==> config.mk <==
export PLATFORM = sky130hd
export DESIGN_NAME = pc_fetch_unit
export DESIGN_NICKNAME = d
export VERILOG_FILES = /design/src/rtl/pc_fetch_unit.sv
export SDC_FILE = /design/constraint.sdc
export NUM_CORES = 1
export LEC_CHECK = 0
export ABC_AREA = 1
export BUFFER_PORTS_ARGS = -buffer_cell sky130_fd_sc_hd__buf_2
export CAP_MARGIN = 25
export CORE_UTILIZATION = 42
export CTS_CLUSTER_DIAMETER = 40
export DETAILED_ROUTE_END_ITERATION = 10
export PLACE_DENSITY = 0.83
export SLEW_MARGIN = 40
export SYNTH_ARGS = -nofsm -noshare
export SYNTH_HDL_FRONTEND = slang
export SYNTH_SLANG_ARGS = --single-unit
==> constraint.sdc <==
create_clock -name clk -period 2.1 [get_ports clk]
set_clock_uncertainty 0.05 [all_clocks]
set_input_delay 0.21 -clock clk [delete_from_list [all_inputs] [get_ports clk]]
set_output_delay 0.21 -clock clk [all_outputs]
set_load 0.02 [all_outputs]
==> src/rtl/pc_fetch_unit.sv <==
// PC register and instruction fetch: holds the current PC, fetches it over a req/ready handshake
// and presents the word to decode. Optional `PC_MISALIGN_TRAP_EN traps on misaligned next_pc.
module pc_fetch_unit #(
  parameter logic [31:0] RESET_PC  = 32'h0000_0000,
  parameter int          MAX_WAIT  = 15,
  parameter logic [31:0] NOP_INSTR = 32'h0000_0013
) (
  input  logic        clk,
  input  logic        rst,
  input  logic [31:0] next_pc_i,
  input  logic        stall_i,
  input  logic        retire_i,
  output logic        imem_req_o,
  output logic [31:0] imem_addr_o,
  input  logic        imem_ready_i,
  input  logic [31:0] imem_rdata_i,
  output logic [31:0] pc_o,
  output logic [31:0] pc_plus_4_o,
  output logic [31:0] instr_o,
  output logic        instr_valid_o,
  output logic        fetch_err_o,
  output logic        misalign_trap_o
);

  localparam int CW = $clog2(MAX_WAIT + 1);
  localparam logic [CW-1:0] WAIT_LAST = CW'(MAX_WAIT - 1);

  typedef enum logic [2:0] {
    S_BOOT  = 3'd0,
    S_FETCH = 3'd1,
    S_HOLD  = 3'd2,
    S_ERR   = 3'd3,
    S_TRAP  = 3'd4
  } state_e;

  state_e          state_q;
  logic [31:0]     pc_q;
  logic [31:0]     instr_q;
  logic            valid_q;
  logic            req_q;
  logic            err_q;
  logic [CW-1:0]   wait_q;
  logic            xfer_s;
  logic            advance_s;
  logic [31:0]     aligned_pc_s;
`ifdef PC_MISALIGN_TRAP_EN
  logic            trap_q;
`endif

  assign xfer_s       = req_q & imem_ready_i;
  assign advance_s    = retire_i & ~stall_i;
  assign aligned_pc_s = next_pc_i & 32'hFFFF_FFFC;

  // Fetch FSM: state, PC, instruction latch and handshake outputs
  always_ff @(posedge clk or posedge rst) begin
    if (rst) begin
      state_q <= S_BOOT;
      pc_q    <= RESET_PC;
      instr_q <= NOP_INSTR;
      valid_q <= 1'b0;
      req_q   <= 1'b0;
      err_q   <= 1'b0;
      wait_q  <= '0;
`ifdef PC_MISALIGN_TRAP_EN
      trap_q  <= 1'b0;
`endif
    end else begin
      case (state_q)
        S_BOOT: begin
          state_q <= S_FETCH;
          req_q   <= 1'b1;
          wait_q  <= '0;
        end
        S_FETCH: begin
          if (xfer_s) begin
            instr_q <= imem_rdata_i;
            valid_q <= 1'b1;
            req_q   <= 1'b0;
            wait_q  <= '0;
            state_q <= S_HOLD;
          end else if (wait_q == WAIT_LAST) begin
            req_q   <= 1'b0;
            err_q   <= 1'b1;
            state_q <= S_ERR;
          end else begin
            wait_q  <= wait_q + {{(CW-1){1'b0}}, 1'b1};
          end
        end
        S_HOLD: begin
          if (advance_s) begin
            valid_q <= 1'b0;
            instr_q <= NOP_INSTR;
            wait_q  <= '0;
`ifdef PC_MISALIGN_TRAP_EN
            pc_q <= next_pc_i;
            if (next_pc_i[1:0] != 2'b00) begin
              trap_q  <= 1'b1;
              req_q   <= 1'b0;
              state_q <= S_TRAP;
            end else begin
              req_q   <= 1'b1;
              state_q <= S_FETCH;
            end
`else
            pc_q    <= aligned_pc_s;
            req_q   <= 1'b1;
            state_q <= S_FETCH;
`endif
          end else begin
            req_q <= 1'b0;
          end
        end
        S_ERR, S_TRAP: begin
          req_q   <= 1'b0;
          valid_q <= 1'b0;
        end
        default: begin
          // Unreachable encoding: park safely with no request outstanding
          req_q   <= 1'b0;
          valid_q <= 1'b0;
          err_q   <= 1'b1;
          state_q <= S_ERR;
        end
      endcase
    end
  end

  assign imem_req_o    = req_q;
  assign imem_addr_o   = pc_q;
  assign pc_o          = pc_q;
  assign pc_plus_4_o   = pc_q + 32'd4;
  assign instr_o       = instr_q;
  assign instr_valid_o = valid_q;
  assign fetch_err_o   = err_q;
`ifdef PC_MISALIGN_TRAP_EN
  assign misalign_trap_o = trap_q;
`else
  assign misalign_trap_o = 1'b0;
`endif

endmodule
---- Yosys cells after proc, flatten, opt, wreduce, memory -nomap -nowiden ----
Cells that the tools add are included.
operators by class
  bitwise gates (word level) .............. 6
  equal/unequal tests ..................... 11
  multiplexer cells ....................... 21
  reductions and logical operators ........ 11
  add/subtract/negate cells ............... 2
operators with widths
  operator               number
  $mux 32                2
  $pmux 32 s2            1
  $add 32x3->32 const B  1
  $reduce_and 3->1       5
  $mux 4                 3
  $pmux 3 s4             1
  $pmux 4 s3             1
  $mux 3                 3
  $ne 2x2->1 const B     4
  $mux 1                 7
  $eq 3x2->1 const B     2
  $ne 3x3->1 const B     2
  $pmux 1 s3             2
  $add 4x1->4 const B    1
  $eq 4x4->1 const B     1
  $not 1->1              4
  $reduce_or 4->1        1
  $eq 3x1->1 const B     1
  $eq 3x3->1 const B     1
  $logic_not 3->1        1
  $reduce_bool 3->1      1
  $and 1x1->1            2
  $pmux 1 s2             1
  $reduce_and 2->1       1
  2 further kinds        2
word-level totals
  logic and storage cells ................. 58
  register bits ........................... 72

---- Logic depth before layout (Yosys ltp) ----
  word-level depth ........................ 4
  gate-level depth with buffers ........... 9
  depth with buffers taken out ............ 9

---- Least setup slack after synthesis ----
Ideal clock, no wire load.
  path kind ............................... register -> output
  start point ............................. register pc_q[3], in the netlist imem_addr_o[3]
  end point ............................... output pc_plus_4_o[18]
  slack ................................... 282 ps
  data arrival time ....................... 1,558 ps
  data required time ...................... 1,840 ps
  cell stages (with the launch flop) ...... 7
  path through ............................ dfrtp_1 ha_1 inv_1 nor2_2 nand2_2 nor2_1 xor2_1
on the way
  cells in the longest elaborated chain, start to end .. 1
RTL lines
  item                    line  RTL
  start, declared         37    logic [31:0] pc_q;
  start signal, assigned  105   pc_q <= aligned_pc_s;
  $add 32x3->32           131   assign pc_plus_4_o = pc_q + 32'd4;
  end, declared           18    output logic [31:0] pc_plus_4_o,
No other way between the ends.

---- Worst setup path in the final report ----
  start point ............................. register pc_q[2], in the netlist imem_addr_o[2]
  end point ............................... output pc_plus_4_o[20]
The elaborated chain is that of the path after synthesis.

==> impl_results.rst <==
.. list-table::
   :header-rows: 1

   * - Metric
     - Value
   * - Total CTS buffers
     - 9
   * - Slew Limit Fails
     - 0
   * - Setup repair after global routing missed its margin
     - true
   * - Leakage Power
     - 2.97 nW
   * - Vias
     - 4054
   * - Count of endpoints failing hold in the final timing report
     - 0
   * - Standard-cell row count
     - 35
   * - Largest driver fanout on the critical path
     - 3
   * - Wire length of the first global-routing pass
     - 18100 um
   * - Critical R2R Launch
     - state_q[0]
   * - Share of layout cells above drive strength 1
     - 36.8%
   * - Power after layout
     - 4.24 mW
   * - Worst Setup EP
     - pc_plus_4_o[20]
   * - Syn Area/Cell
     - 7.52 um^2
   * - Area of the die
     - 10300 um^2
   * - Area contributors post-synth
     - dfrtp_1 41%, nand2_1 15%, nand3_1 11%
   * - Kind of critical path
     - reg -> out
   * - Netlist Area Pre-Place
     - 4140 um^2
   * - CTS tree
     - done
   * - Initial standard-cell utilization of the core
     - 44.0%
   * - Number of detailed-route iterations in the first pass
     - 4
   * - # Max-Cap Violations
     - 0
   * - Yosys warning count
     - 0
   * - Post-synth cell types
     - 27
   * - Register-to-Register Path Depth
     - 5
   * - Worst hold-check slack
     - 0.0345 ns
   * - Global-route total usage across every layer
     - 23.0%
   * - Flop and latch count out of synthesis
     - 71
   * - Number of sinks driven by the clock tree
     - 71
   * - Endpoints failing setup
     - 0
   * - Total detailed-routing wirelength
     - 11300 um
   * - Post-synth top cells
     - 162 x nand2_1, 87 x nand3_1, 68 x dfrtp_1
   * - Post-place setup slack
     - 0.301 ns
   * - Sequential cell area fraction in the yosys report
     - 43.0%
   * - Layout-stage area growth over the synthesis result
     - 26.8%
   * - Final worst slack
     - 0.108 ns
   * - Detailed-placement wirelength estimate
     - 8450 um
   * - Top FF cell, synth
     - dfrtp_1
   * - Clk slew on worst S/H paths
     - 0.09 ns
   * - Post-DRT Antenna Nets
     - 0
   * - H-tree levels
     - 3
   * - Final GP Congestion
     - 0.902
   * - Share of synthesized registers carrying an async set or reset
     - 100%
   * - Wirelength per Cell
     - 13.3 um
   * - Antenna cells
     - 0
   * - Launching element of the worst setup path
     - imem_addr_o[2]
   * - Number of antenna violations at the first check in global routing
     - 0
   * - Standard cell core area
     - 9420 um^2
   * - Worst reg2reg path endpoint
     - instr_o[12]
   * - Pin count of the biggest net entering global routing
     - 72
   * - Post-layout min period
     - 1.99 ns
   * - Root cell of the clock tree
     - clkbuf_8
   * - Number of placed instances, taps included
     - 827
   * - CP arrival
     - 1.73 ns
   * - Share of the clock period used by the worst path after layout
     - 94.9%
   * - Post-detailed-placement cell area
     - 4950 um^2
   * - R2R setup slack
     - 0.42 ns
   * - Total overflow reported by the global router
     - 0
   * - Vias per Instance
     - 4.78
   * - Cell count after synthesis
     - 551
   * - Worst ir drop on vdd
     - 516 uV
   * - Number of top-level pins
     - 201
   * - Latest clock arrival within the worst-skew pair
     - 0.34 ns
   * - Net count reported at finish
     - 787
   * - Horizontal extent of the die
     - 101 um
   * - Headroom to the max-slew limit
     - 65.7%
   * - Remaining design rule violation count
     - 0
   * - Power density over cell area
     - 807 nW/um^2
   * - Worst Setup Start Kind
     - flip-flop
   * - Fraction of post-synthesis cell area in the top cell type by area
     - 41.1%
   * - Number of port buffers
     - 191
   * - Category of the worst setup path capture point
     - primary output
   * - Critical path required time
     - 1.84 ns
   * - Final core utilization
     - 55.8%
   * - Aggregate negative setup slack
     - 0 ns
   * - First DRT Iteration DRCs
     - 73
   * - Number of global-route vias before repair
     - 3764
   * - Worst-case clock buffer depth
     - 2
   * - Worst min-delay path class
     - in -> reg
   * - Count of non-filler cells in the finished layout
     - 849
   * - Library cell with the largest summed area after synthesis
     - dfrtp_1
   * - Final design instance area without fill
     - 5250 um^2
   * - Maximum operating frequency
     - 502 MHz
   * - Status
     - finished clean
   * - Most used standard cell by instance count after synthesis
     - nand2_1
   * - Transition time at the pin with the least slew margin
     - 0.513 ns
   * - Die height
     - 101 um
   * - Count of flip-flops with a built-in enable after synthesis
     - 0
==> worst min-delay path by stage <==
| stage | slack [ns] | endpoint | cells after the start | startpoint |
|---|---|---|---|---|
| 3_5_place_dp | 0.27 | instr_o[12] | 3 | rst |
| 6_report | 0.03 | instr_o[2] | 3 | imem_rdata_i[2] |
| 2_1_floorplan | 0.30 | instr_o[10] | 2 | imem_rdata_i[10] |
| 5_1_grt | 0.02 | instr_o[28] | 3 | imem_rdata_i[28] |
| 4_1_cts | 0.02 | instr_o[2] | 3 | imem_rdata_i[2] |
| 3_3_place_gp | 0.27 | instr_o[20] | 3 | rst |
==> per-layer routing <==
layer  track usage (%)  vias to the layer above  routed length [um]
met5                 0                        -                   0
met4              6.58                        0                 165
met3              6.63                       11                 837
met2              38.9                      169                5390
met1              28.6                     1849                4850
li1                  -                     2025                   -
==> logic make-up (layout without fill, tap and decap cells) <==
family                     count (synthesis)  after routing  synth area share [%]
and+or+nand+nor                          342            342                  36.4
buffers and inverters                     93            256                  13.3
DFF                                       71             71                  43.0
AOI/OAI and AO/OA                         26             26                  3.23
xor gates and xnor gates                  15             15                  3.17
adders and majority gates                  3              3                 0.906
other                                      1              7                0.0905
==> critical path, cell delays in order (launching register included) <==
cell	delay, ns
dfrtp_1	0.36
ha_2	0.22
inv_1	0.09
nor2_4	0.14
nand3b_1	0.16
o21ai_0	0.18
nand2_1	0.09
buf_2	0.16
==> registers in the layout, summed over array words and instances, names as in the netlist <==
name and cells:
instr_o 32, imem_addr_o 30, wait_q 4, state_q 2, fetch_err_o 1, imem_req_o 1, instr_valid_o 1
==> layout by cell type, fill, tap and decap left out, types with 4 or more instances in the layout <==
cell,instances
dfrtp_2,13
conb_1,7
nand3b_1,5
nand3_1,86
nand2_2,5
nand2_1,161
nor2_2,6
inv_1,32
xor2_1,11
a21oi_1,18
buf_4,11
nor2_4,7
inv_2,4
clkbuf_8,9
o21ai_0,6
buf_2,190
dfrtp_1,55
nor2_1,64
xnor2_1,4
==> final cells by class <==
type / instances / area, um^2
Clock buffer: 9 / 124
Multi-Input combinational cell: 393 / 1870
Tap cell: 129 / 161
Clock inverter: 7 / 78.8
Fill cell: 916 / 4160
Inverter: 36 / 135
Timing Repair Buffer: 204 / 1080
Sequential cell: 71 / 1800
==> where the power goes <==
group          internal [mW]  switching (mW)
clock                  0.561           0.579
combinational          0.468           0.839
sequential              1.59           0.203
total                   2.62            1.62
==> repair_timing <==
item	4_1_cts	5_1_grt
pin swaps	0	2
buffers inserted	1	4
gates cloned	0	0
hold buffers	1	0
endpoints found under the hold margin	68	0
endpoints found under the setup margin	5	18
resized for setup	2	22
Note: power is estimated with default switching activity, not from simulation.
